### src/rtl/an_residue_barrett.sv
// Three-stage Barrett residue generator for the AN-code datapath: emits each
// codeword with its residue mod A, flags non-zero residues and counts them.
module an_residue_barrett #(
    parameter int A  = 19,
    parameter int N  = 9,
    parameter int R  = 5,
    parameter int K  = 18,
    parameter int MU = 13797,
    parameter int CW = 16
) (
    input  logic          clk,
    input  logic          rst,
    input  logic          in_valid,
    output logic          in_ready,
    input  logic [N-1:0]  in_codeword,
    output logic          out_valid,
    input  logic          out_ready,
    output logic [N-1:0]  out_codeword,
    output logic [R-1:0]  out_residue,
    output logic          out_err,
    output logic [CW-1:0] err_count,
    input  logic          err_clr
);

    localparam int MW = $clog2(MU + 1);
    localparam int PW = N + MW;
    localparam int RW = R + 2;

    localparam logic [PW-1:0] MU_P    = PW'(MU);
    localparam logic [N-1:0]  A_N     = N'(A);
    localparam logic [RW-1:0] A1      = RW'(A);
    localparam logic [RW-1:0] A2      = RW'(2 * A);
    localparam logic [CW-1:0] CNT_MAX = '1;

    logic          en;
    logic          s1_valid;
    logic [N-1:0]  s1_x;
    logic [PW-1:0] s1_p;
    logic          s2_valid;
    logic [N-1:0]  s2_x;
    logic [RW-1:0] s2_r2;
    logic [PW-1:0] q_wide;
    logic [N-1:0]  qa;
    logic [RW-1:0] r2_d;
    logic [RW-1:0] residue_d;

    // One enable for every stage: the whole pipe freezes while the output is held.
    assign en       = !out_valid || out_ready;
    assign in_ready = en;

    // NOTE: sequential state uses non-blocking assignments so every stage samples
    // the pre-edge value of its predecessor.
    always_ff @(posedge clk or posedge rst) begin
        if (rst) begin
            s1_valid <= 1'b0;
            s1_x     <= '0;
            s1_p     <= '0;
        end else if (en) begin
            s1_valid <= in_valid;
            if (in_valid) begin
                s1_x <= in_codeword;
                s1_p <= PW'(in_codeword) * MU_P;
            end
        end
    end

    // q underestimates the true quotient by at most 2, so r2 stays below 3A and
    // the low R+2 bits of x - q*A are exact.
    always_comb begin
        q_wide = s1_p >> K;
        qa     = N'(q_wide) * A_N;
        r2_d   = RW'(s1_x - qa);
    end

    always_ff @(posedge clk or posedge rst) begin
        if (rst) begin
            s2_valid <= 1'b0;
            s2_x     <= '0;
            s2_r2    <= '0;
        end else if (en) begin
            s2_valid <= s1_valid;
            s2_x     <= s1_x;
            s2_r2    <= r2_d;
        end
    end

    // NOTE: the default assignment first keeps this combinational block latch-free.
    always_comb begin
        residue_d = s2_r2;
        if (s2_r2 >= A2) begin
            residue_d = s2_r2 - A2;
        end else if (s2_r2 >= A1) begin
            residue_d = s2_r2 - A1;
        end
    end

    // NOTE: output data registers are reset as well, since the decoder sees
    // defined zero values on out_* while the pipe is empty after reset.
    always_ff @(posedge clk or posedge rst) begin
        if (rst) begin
            out_valid    <= 1'b0;
            out_codeword <= '0;
            out_residue  <= '0;
            out_err      <= 1'b0;
        end else if (en) begin
            out_valid    <= s2_valid;
            out_codeword <= s2_x;
            out_residue  <= R'(residue_d);
            out_err      <= (residue_d != '0);
        end
    end

    // Counts only real transfers, so a held erroneous word is never counted twice.
    always_ff @(posedge clk or posedge rst) begin
        if (rst) begin
            err_count <= '0;
        end else if (err_clr) begin
            err_count <= '0;
        end else if (out_valid && out_ready && out_err && (err_count != CNT_MAX)) begin
            err_count <= err_count + 1'b1;
        end
    end

endmodule

### config.mk
export PLATFORM = sky130hd
export DESIGN_NAME = an_residue_barrett
export DESIGN_NICKNAME = d
export VERILOG_FILES = /design/src/rtl/an_residue_barrett.sv
export SDC_FILE = /design/constraint.sdc
export NUM_CORES = 1
export LEC_CHECK = 0
export BUFFER_PORTS_ARGS = -buffer_cell sky130_fd_sc_hd__clkbuf_2
export CORE_MARGIN = 2
export CORE_UTILIZATION = 25
export CTS_CLUSTER_DIAMETER = 30
export DETAILED_ROUTE_END_ITERATION = 10
export HOLD_SLACK_MARGIN = 0.12
export PLACE_DENSITY = 0.52
export SKIP_CTS_REPAIR_TIMING = 1
export SYNTH_ARGS = -nofsm -noshare
export SYNTH_HDL_FRONTEND = slang
export SYNTH_SLANG_ARGS = --single-unit
### constraint.sdc
create_clock -name clk -period 4.8 [get_ports clk]
set_input_delay 0.96 -clock clk [delete_from_list [all_inputs] [get_ports clk]]
set_output_delay 0.96 -clock clk [all_outputs]
set_load 0.02 [all_outputs]
-- Yosys cells after proc, flatten, opt, wreduce, memory -nomap -nowiden
Index checks and enable logic that the tools add are counted.
- register bits after elaboration: 82
- latch bits: 0
- memory bits (writable): 0
- bits in read-only memories: 0
- output and inout port bits: 33
- memories: 0
- add/sub/neg operators: 4
- multiply operators: 2
- divide/modulo/power cells: 0
- magnitude comparators: 2
- eq/ne operators: 1
- shift-type cells: 0
- mux-type cells: 4
- bitwise gates (word level): 0
- reductions and logical operators: 8
- operators by type and width (kind ; number):
    $mux 16 ; 2
    $mul 9x14->23 const B ; 1
    $add 16x1->16 const B ; 1
    $ne 16x16->1 const B ; 1
    $mux 7 ; 2
    $ge 7x5->1 const B ; 1
    $ge 7x6->1 const B ; 1
    $mul 5x5->7 const B ; 1
    $reduce_bool 7->1 ; 1
    $sub 7x5->7 const B ; 1
    $sub 7x6->7 const B ; 1
    $sub 7x7->7 ; 1
    $logic_and 1x1->1 ; 3
    $reduce_and 2->1 ; 1
    $reduce_bool 2->1 ; 1
    $logic_not 1->1 ; 1
    $logic_or 1x1->1 ; 1

-- Longest topological paths before layout
Gate-level depths: netlist of the first run.
- word-level depth: 5
- mapped depth: 16
- depth with buffers taken out: 15

-- Worst setup path after synthesis of the first run
OpenSTA, ideal clock, no wires.
- kind: in2reg
- start point: in in_codeword[6]
- end point: reg s1_p[22]
- library setup time: 135 ps
- arrival: 4590 ps
- slack: 75 ps
- stages: 16
- path buffers: 1
- path through: fa_1 -> inv_1 -> fa_1 -> inv_1 -> fa_1 -> inv_1 -> fa_1 -> inv_1 -> ha_1 -> and4_1 -> buf_2 -> a221oi_2 -> o221ai_1 -> a211oi_1 -> xnor2_1 -> o21ai_0
- word-level cells in the longest chain between the ends: 1
- ends and longest elaborated chain (item ; RTL line ; text):
    from (decl) ; 15 ; input logic [N-1:0] in_codeword,
    $mul 9x14->23 ; 62 ; s1_p <= PW'(in_codeword) * MU_P;
    to (signal assigned) ; 62 ;
    to (decl) ; 38 ; logic [PW-1:0] s1_p;
Every way passes these cells.
A chain may end at the register's enable or synchronous reset.

-- Final worst setup path of the first run
Ends and elaborated chain as after synthesis.

==> impl_metrics.py, run 1 <==
metrics = {
    "detailed_routing": {
        "routedWlPerCell_um": 12.7,
        "totalWireLength_um": 12100,
        "drt_iter0_drc": 202,
        "drtPass1Iterations": 4,
        "wl_met1_um": 6200,
        "drc": 0,
        "wl_met2_um": 5350,
        "vias": 4166,
        "highest_layer": "met4",
        "route.antenna.remaining_nets": 0,
        "via_per_inst": 4.36,
        "met3WireLength_um": 457,
    },
    "synthesis": {
        "synth-edff-count": 0,
        "synthAdderAreaFrac_pct": 31.5,
        "synth_area_per_cell_um2": 9.21,
        "synth-xor-area-share_pct": 4.74,
        "ys_types": 56,
        "synthCells": 602,
        "synth.area.mux_share_pct": 1.17,
        "synth_nets": 731,
        "synthFlopType": "dfrtp_1",
        "async_reset_ff_share_pct": 100,
        "synth_seq_cells": 64,
        "synth_top_family_by_area": "adder cells",
        "synth_compound_area_share_pct": 10.7,
        "yosys.area_share.simple_pct": 14.4,
        "yosysWarnings": 0,
        "ys_seq_area_share_pct": 28.9,
        "synth_area_um2": 5540,
    },
    "clocking": {
        "clockBufferDepth": 2,
        "cts_tree": "yes",
        "cts_sinks": 64,
        "cts_root_buffer": "clkbuf_16",
        "clk_pin_slew_worst_paths_ns": 0.06,
        "clkLatencyLatePin_ns": 0.33,
        "h-tree-depth": 3,
        "numCtsBuffers": 9,
    },
    "floorplanning": {
        "die_x_um": 153,
        "dieHeight_um": 153,
        "core_area_um2": 21800,
        "fp.dieArea_um2": 23400,
        "boundaryPins": 47,
        "start_util_pct": 25.4,
        "rows": 54,
    },
    "global_routing": {
        "overflow": 0,
        "grt_pass1_vias": 4140,
        "track_usage_pct": 11.0,
        "grt_pass1_wl_um": 21100,
        "grt_max_degree": 40,
        "antenna_found_initial": 0,
    },
    "critical_path": {
        "crit_fanout": 5,
        "critPathRequiredTime_ns": 4.98,
        "cpPeakStageDelay_ns": 0.54,
        "cp.arrival_ns": 4.75,
        "path_cells": "clkbuf_2 -> fa_1 -> inv_1 -> buf_4 -> fa_1 -> inv_1 -> fa_1 -> inv_1 -> fa_1 -> inv_1 -> ha_1 -> nand3_1 -> a2111oi_0 -> a211oi_1 -> xnor2_1 -> o21ai_0",
        "slowest_stage": "fa_1",
        "cp-end-kind": "flip-flop",
        "crit_type": "input port to flip-flop",
        "start_kind": "input port",
    },
    "timing": {
        "max-slew-margin-rel_pct": 43.3,
        "fin_crit_sh_pct": 95.4,
        "setup_violations": 0,
        "max_slew.worst_pin.slew_ns": 0.849,
        "rsz0062_at_grt": "no",
        "finClkSkew_ns": 0.00654,
        "whs_ns": 0.466,
        "max_clock_freq_ghz": 0.218,
        "hold_viol": 0,
        "slew_viol_final": 0,
        "fin_ws_ns": 0.222,
        "post-route-min-period_ns": 4.58,
    },
    "finish": {
        "layout.cells.non_filler": 955,
        "diodes": 0,
        "area_growth_pct": 18.7,
        "layout.filler_cells": 2337,
        "fin_nets": 799,
        "final_cell_mix": "inv_1 (105), nand2_1 (83), ha_1 (74)",
        "drive_gt1_share_pct": 15.7,
        "post-route-cell-area_um2": 6580,
        "final_common_cell": "inv_1",
    },
    "placed_design": {
        "post_dp_cell_area_um2": 6270,
        "pre_cts_slack_ns": -0.136,
        "hpwl_um": 9790,
        "gp_congestion": 0.817,
        "portBuffers": 46,
        "placedCellCount": 939,
    },
    "worst_hold_path": {
        "min_path_type": "flip-flop to flip-flop",
    },
    "power_and_ir_drop": {
        "p_leak_nw": 3.31,
        "power.density_nw_per_um2": 608,
        "irDropWorstVdd_uv": 253,
    },
    "status": {
        "status": "completed",
    },
    "run": {
        "maxCapViolCount": 0,
    },
}
[cell families after synthesis]
logic type,after synthesis
and+or+nand+nor,171
xor gates and xnor gates,30
buffers and inverters,125
muxes,6
DFF,64
adders and majority gates,115
AOI/OAI and AO/OA,91
[stage by stage]
step | power [mW] | TNS (ns) | utilization, %
6_report | 4.00 | 0 | 30.1
3_3_place_gp | 3.35 | -0.258 | 28.7
5_1_grt | 4.48 | 0 | 30.1
2_1_floorplan | 2.75 | 0 | -
3_5_place_dp | 3.35 | -0.337 | 28.7
4_1_cts | 4.05 | 0 | 30.1
[critical path: cells and delay by family]
| family | cells | cell delay, ns |
|---|---|---|
| AOI/OAI and AO/OA | 3 | 0.65 |
| buffers and inverters | 6 | 0.45 |
| xor gates and xnor gates | 1 | 0.16 |
| and+or+nand+nor | 1 | 0.08 |
| adders and majority gates | 5 | 2.44 |
[Yosys cell counts, types with 4 or more instances]
cell type / count / area, um^2
inv_1: 106 / 398
ha_1: 74 / 926
a211oi_1: 4 / 30.0
nor3_1: 10 / 50.1
a21o_1: 8 / 60.1
clkbuf_1: 9 / 33.8
or3_1: 4 / 25.0
nand3_1: 13 / 65.1
o21ai_0: 24 / 120
buf_2: 7 / 35.0
nand2_1: 83 / 312
dfrtp_1: 64 / 1600
mux2_2: 4 / 45.0
fa_1: 41 / 821
nand4_1: 4 / 25.0
nor2_1: 31 / 116
nor2b_1: 4 / 25.0
xor2_1: 8 / 70.1
a21oi_1: 23 / 115
xnor2_1: 22 / 193
[sequential cells by signal (all words and copies together) (netlist names)]
signal and flops:
out_residue 5, out_codeword 9, err_count 16, s1_x 9, s2_x 9, s1_valid 1, s2_valid 1, out_valid 1
s1_p 5, out_err 1, s2_r2 7
[cell type report]
cell class	instances	area [um^2]	area share [%]
inverters	107	402	6.10
clock inverters	6	67.6	1.03
flip-flops and latches	64	1600	24.3
clock buffers	10	239	3.63
repair buffers	75	448	6.81
well taps	280	350	5.33
multi-input cells	413	3470	52.8
[worst paths after layout]
path,from,end,cells after the start,slack [ns]
max,in_codeword[6],s1_p[22],16,0.22
min,out_codeword[7],out_codeword[7],2,0.47
max reg2reg,s1_p[18],s2_r2[5],12,1.90
min reg2reg,out_codeword[7],out_codeword[7],2,0.47
max in group asynchronous,rst,err_count[13],3,3.15
min in group asynchronous,rst,out_residue[0],2,0.79
[routing by layer]
| layer | vias to the layer above | global-route usage, % |
|---|---|---|
| met5 | - | 0 |
| met4 | 0 | 3.13 |
| met3 | 10 | 1.76 |
| met2 | 85 | 16.8 |
| met1 | 1963 | 16.0 |
| li1 | 2108 | - |
[power breakdown]
part / leakage [nW] / total (mW) / switching (mW) / internal (mW)
registers: 0.798 / 0.917 / 0.194 / 0.723
clock network: 0.145 / 0.666 / 0.248 / 0.418
logic: 2.37 / 2.42 / 1.34 / 1.08
total: 3.31 / 4.00 / 1.78 / 2.22
Note: power is estimated with default switching activity, not from simulation.
==> inputs of run 2 (changes only) <==
--- a/config.mk
+++ b/config.mk
@@ -5,6 +5,7 @@
 export SDC_FILE = /design/constraint.sdc
 export NUM_CORES = 1
 export LEC_CHECK = 0
+export ABC_AREA = 1
 export BUFFER_PORTS_ARGS = -buffer_cell sky130_fd_sc_hd__clkbuf_2
 export CORE_MARGIN = 2
 export CORE_UTILIZATION = 25
==> run 2 against run 1 <==
Fmax up 5.0%; routed wire length is 8.0% higher; non-clock buffer count fell by 22; critical path type unchanged; count of clock-buffer cells in the layout increased by 4; critical endpoint unchanged; highest routed layer unchanged; first-iteration DRC count is 30% lower; design area up 3.2%; largest cell class unchanged.
==> impl_metrics.py, run 2 <==
metrics = {
    "timing": {
        "max-slew-margin-rel_pct": 45.8,
        "whs_ns": 0.460,
        "finClkSkew_ns": 0.00718,
        "post-route-min-period_ns": 4.36,
        "hold_viol": 0,
        "max_slew.worst_pin.slew_ns": 0.812,
        "setup_tns_ns": 0,
        "max_clock_freq_ghz": 0.229,
        "fin_crit_sh_pct": 90.8,
        "setup_violations": 0,
        "slew_viol_final": 0,
        "rsz0062_at_grt": "no",
    },
    "synthesis": {
        "synthCells": 738,
        "ys_types": 38,
        "synth_area_per_cell_um2": 7.96,
        "yosysTopAreaCell": "dfrtp_1",
        "synthFlopType": "dfrtp_1",
        "yosysWarnings": 0,
        "synth-edff-count": 0,
        "yosysMostFrequentCell": "nand2_1",
        "synth_area_um2": 5880,
        "yosys-top-cells-area": "dfrtp_1 (27%), ha_1 (16%), fa_1 (14%)",
        "synth_nets": 867,
        "ys_seq_area_share_pct": 27.3,
        "yosys-top-cells-count": "nand2_1 (181), inv_1 (155), ha_1 (74)",
        "yosysTopAreaCellShare_pct": 27.3,
        "async_reset_ff_share_pct": 100,
        "synth_seq_cells": 64,
    },
    "critical_path": {
        "crit_fanout": 6,
        "cp-end-kind": "flip-flop",
        "start_kind": "input port",
        "timing.rr.end": "s2_r2[6]",
        "r2r_slack_ns": 2.14,
        "crit_type": "input port to flip-flop",
        "critPathRequiredTime_ns": 5.02,
        "r2r_cells": 14,
        "rr_startpoint": "s1_p[18]",
        "cp.arrival_ns": 4.58,
    },
    "floorplanning": {
        "rows": 56,
        "die_x_um": 157,
        "core_area_um2": 23300,
        "boundaryPins": 47,
        "fp.dieArea_um2": 24700,
        "start_util_pct": 25.3,
        "dieHeight_um": 157,
    },
    "clocking": {
        "cts_root_buffer": "clkbuf_16",
        "clk_pin_slew_worst_paths_ns": 0.05,
        "clkLatencyLatePin_ns": 0.33,
        "clockBufferDepth": 2,
        "h-tree-depth": 3,
        "cts_sinks": 64,
        "numCtsBuffers": 9,
        "cts_tree": "yes",
    },
    "worst_hold_path": {
        "holdPathEnd": "out_valid",
        "whs_path_depth": 1,
        "min_path_type": "flip-flop to flip-flop",
        "min_from": "s2_valid",
    },
    "detailed_routing": {
        "via_per_inst": 4.16,
        "totalWireLength_um": 13100,
        "routedWlPerCell_um": 11.8,
        "vias": 4643,
        "drtPass1Iterations": 4,
        "route.antenna.remaining_nets": 0,
        "drt_iter0_drc": 142,
        "drc": 0,
    },
    "power_and_ir_drop": {
        "p_leak_nw": 3.58,
        "irDropWorstVdd_uv": 253,
        "power.density_nw_per_um2": 585,
    },
    "finish": {
        "final_cell_mix": "nand2_1 (181), inv_1 (154), ha_1 (74)",
        "diodes": 0,
        "area_growth_pct": 15.5,
        "final_common_cell": "nand2_1",
        "finalCoreUtilization_pct": 29.2,
        "drive_gt1_share_pct": 10.9,
        "layout.cells.non_filler": 1115,
        "post-route-cell-area_um2": 6790,
        "fin_nets": 920,
        "regMostFlops": "err_count",
        "largest_reg_flops": 16,
    },
    "status": {
        "status": "completed",
    },
    "run": {
        "maxCapViolCount": 0,
    },
    "placed_design": {
        "gp_congestion": 0.822,
        "hpwl_um": 10800,
        "portBuffers": 46,
        "placedCellCount": 1099,
        "post_dp_cell_area_um2": 6500,
    },
    "global_routing": {
        "antenna_found_initial": 0,
        "grt_pass1_wl_um": 22600,
        "overflow": 0,
        "track_usage_pct": 11.4,
        "grt_max_degree": 38,
        "grt_pass1_vias": 4653,
    },
}
## run 2: cell types whose count changed after synthesis, sizes merged, moves of 6 or more
| cell | delta |
|---|---|
| a21o | -7 |
| nand3 | +27 |
| buf | -6 |
| inv | +52 |
| xnor2 | -17 |
| o21ai | +22 |
| nand2 | +102 |
## run 2: report_power, final
part	leakage (nW)	internal, mW	switching, mW
clock	0.139	0.391	0.225
sequential	0.807	0.719	0.139
combinational	2.63	0.962	1.53
## run 2: stage by stage
step / setup WS, ns / total power [mW]
final: 0.441 / 3.97
after global routing: 0.158 / 4.51
after floorplan: 0.468 / 2.81
after global placement: 0.163 / 3.37
after detailed placement: 0.136 / 3.39
after CTS: 0.474 / 4.04
## run 2: routing by layer
layer / part of all wire (%) / vias up / routed length [um] / global-route usage, %
met5: 0 / - / 0 / 0
met3: 2.9 / 8 / 383 / 1.57
met1: 52 / 2151 / 6770 / 16.3
met4: 0.99 / 0 / 130 / 2.99
li1: - / 2421 / - / -
met2: 44 / 63 / 5820 / 18.1
## run 2: logic make-up after synthesis
logic type / Yosys count / synth area share, %
adder cells (fa/ha/maj): 115 / 29.7
XOR/XNOR: 17 / 2.53
AND/OR/NAND/NOR: 286 / 21.2
buffers and inverters: 170 / 11.1
AO/OA/AOI/OAI: 86 / 8.16
flip-flops: 64 / 27.3
## run 2: worst max-delay path, cell delays in order
cell and delay, ns:
clkbuf_2 0.16, fa_1 0.52, inv_1 0.07, fa_1 0.48, inv_1 0.06, fa_1 0.52
inv_1 0.05, fa_1 0.52, inv_1 0.04, ha_1 0.30, nand2_1 0.06, nor2_1 0.13
inv_1 0.09, nor3_1 0.15, nand2_1 0.07, nand2_1 0.09, nand2_1 0.08, nand2_1 0.06
nand2_1 0.04, nand2_1 0.07, nand2_1 0.04
## run 2: cell type report
type,count,area (um^2)
Clock buffer,14,274
Clock inverter,2,12.5
Fill cell,2552,16500
Inverter,159,597
Multi-Input combinational cell,504,3620
Sequential cell,64,1600
Tap cell,319,399
Timing Repair Buffer,53,283
## run 2: how the worst max path moves through the flow
stage	start	endpoint	slack, ns	cells after the start
after global routing	in_codeword[7]	s1_p[22]	0.16	21
after detailed placement	in_codeword[7]	s1_p[22]	0.14	21
after floorplan	in_codeword[6]	s1_p[22]	0.47	20
after global placement	in_codeword[7]	s1_p[22]	0.16	21
final	in_codeword[7]	s1_p[22]	0.44	21
after CTS	in_codeword[7]	s1_p[22]	0.47	21
==> inputs of run 3 (changes only) <==
--- a/config.mk
+++ b/config.mk
@@ -6,7 +6,9 @@
 export NUM_CORES = 1
 export LEC_CHECK = 0
 export ABC_AREA = 1
+export ABC_CLOCK_PERIOD_IN_PS = 4800
 export BUFFER_PORTS_ARGS = -buffer_cell sky130_fd_sc_hd__clkbuf_2
+export CORE_ASPECT_RATIO = 1.75
 export CORE_MARGIN = 2
 export CORE_UTILIZATION = 25
 export CTS_CLUSTER_DIAMETER = 30
==> run 3 against run 2 <==
Cell count is 1.7% lower; count of clock-buffer cells in the layout decreased by 2; routed wire length grew 6.8%; highest routed layer unchanged; via count rose by 0.88%; clock power is 6.5% lower; fmax is 0.48% lower; critical path depth unchanged; die area up 0.19%; core utilization is 0.19 points lower; hold slack better by 0.0034 ns.
==> impl_metrics.py, run 3 (synthesis results as in run 2) <==
metrics = {
    "critical_path": {
        "r2r_slack_ns": 2.12,
        "cp.arrival_ns": 4.59,
        "rr_startpoint": "s1_p[18]",
        "critPathRequiredTime_ns": 5.01,
        "r2r_cells": 14,
        "crit_type": "input port to flip-flop",
        "start_kind": "input port",
        "timing.rr.end": "s2_r2[6]",
        "crit_fanout": 6,
        "cp-end-kind": "flip-flop",
    },
    "clocking": {
        "clk_pin_slew_worst_paths_ns": 0.05,
        "clockBufferDepth": 2,
        "cts_root_buffer": "clkbuf_16",
        "h-tree-depth": 3,
        "numCtsBuffers": 9,
        "cts_sinks": 64,
        "clkLatencyLatePin_ns": 0.32,
        "cts_tree": "yes",
    },
    "worst_hold_path": {
        "holdPathEnd": "out_valid",
        "min_path_type": "flip-flop to flip-flop",
        "whs_path_depth": 1,
        "min_from": "s2_valid",
    },
    "finish": {
        "diodes": 0,
        "post-route-cell-area_um2": 6740,
        "area_growth_pct": 14.7,
        "multi_input_comb_area_um2": 3620,
        "layout.cells.non_filler": 1096,
        "regMostFlops": "err_count",
        "finalCoreUtilization_pct": 29.0,
        "final_common_cell": "nand2_1",
        "largest_reg_flops": 16,
        "fin_nets": 919,
        "drive_gt1_share_pct": 10.6,
        "seqCellArea_um2": 1600,
        "layout.filler_cells": 2548,
        "final_cell_mix": "nand2_1 (181), inv_1 (154), ha_1 (74)",
    },
    "placed_design": {
        "pre_cts_slack_ns": 0.119,
        "post_dp_cell_area_um2": 6480,
        "hpwl_um": 11600,
        "portBuffers": 46,
        "placedCellCount": 1083,
        "gp_congestion": 0.866,
    },
    "detailed_routing": {
        "routedWlPerCell_um": 12.8,
        "drt_iter0_drc": 212,
        "route.antenna.remaining_nets": 0,
        "drc": 0,
        "via_per_inst": 4.27,
        "vias": 4684,
        "drtPass1Iterations": 4,
        "totalWireLength_um": 14000,
    },
    "timing": {
        "slew_viol_final": 0,
        "whs_ns": 0.463,
        "rsz0062_at_grt": "no",
        "setup_violations": 0,
        "fin_ws_ns": 0.420,
        "finClkSkew_ns": 0.00654,
        "setup_tns_ns": 0,
        "post-route-min-period_ns": 4.38,
        "fin_crit_sh_pct": 91.3,
        "max-slew-margin-rel_pct": 53.8,
        "max_slew.worst_pin.slew_ns": 0.692,
        "max_clock_freq_ghz": 0.228,
        "hold_viol": 0,
    },
    "floorplanning": {
        "rows": 74,
        "start_util_pct": 25.3,
        "boundaryPins": 47,
        "core_area_um2": 23200,
        "die_x_um": 120,
        "fp.dieArea_um2": 24800,
        "dieHeight_um": 207,
    },
    "global_routing": {
        "antenna_found_initial": 0,
        "overflow": 0,
        "track_usage_pct": 12.2,
        "grt_max_degree": 35,
        "grt_pass1_vias": 4811,
        "grt_pass1_wl_um": 23600,
    },
    "run": {
        "maxCapViolCount": 0,
    },
    "power_and_ir_drop": {
        "p_leak_nw": 3.57,
        "power.density_nw_per_um2": 588,
        "power_mw": 3.96,
        "irDropWorstVdd_uv": 202,
    },
    "status": {
        "status": "completed",
    },
}
[run 3: area by class of cell]
type	count	area share, %
flip-flops and latches	64	23.8
clock buffers	12	3.81
clock inverters	1	0.0743
well taps	304	5.65
repair buffers	52	4.09
inverters	159	8.86
multi-input cells	504	53.8
[run 3: worst max path at each step]
stage | start | end | cells past startpoint
final | in_codeword[6] | s1_p[22] | 21
after global routing | in_codeword[6] | s1_p[22] | 21
after detailed placement | in_codeword[6] | s1_p[22] | 21
after global placement | in_codeword[6] | s1_p[22] | 21
after floorplan | in_codeword[6] | s1_p[22] | 20
after CTS | in_codeword[6] | s1_p[22] | 21
[run 3: report_power, final]
group          internal (mW)  total [mW]  switching [mW]  leakage [nW]
combinational          0.959        2.52            1.57          2.63
clock                  0.367       0.576           0.209         0.130
sequential             0.719       0.861           0.142         0.807
total                   2.04        3.96            1.92          3.57
[run 3: metal layers]
layer / track usage [%] / share of wire (%) / vias up
met5: 0 / 0 / -
met4: 5.50 / 3.3 / 0
met3: 1.68 / 3.0 / 27
met2: 23.6 / 55 / 95
met1: 12.9 / 39 / 2147
li1: - / - / 2415
[run 3: critical path: stages]
cell	delay, ns
clkbuf_2	0.15
fa_1	0.55
inv_1	0.07
fa_1	0.47
inv_1	0.05
fa_1	0.52
inv_1	0.05
fa_1	0.52
inv_1	0.04
ha_1	0.30
nand2_1	0.05
nor2_1	0.11
inv_1	0.09
nor3_1	0.14
nand2_1	0.08
nand2_1	0.10
nand2_1	0.08
nand2_1	0.07
nand2_1	0.05
nand2_1	0.07
nand2_1	0.04
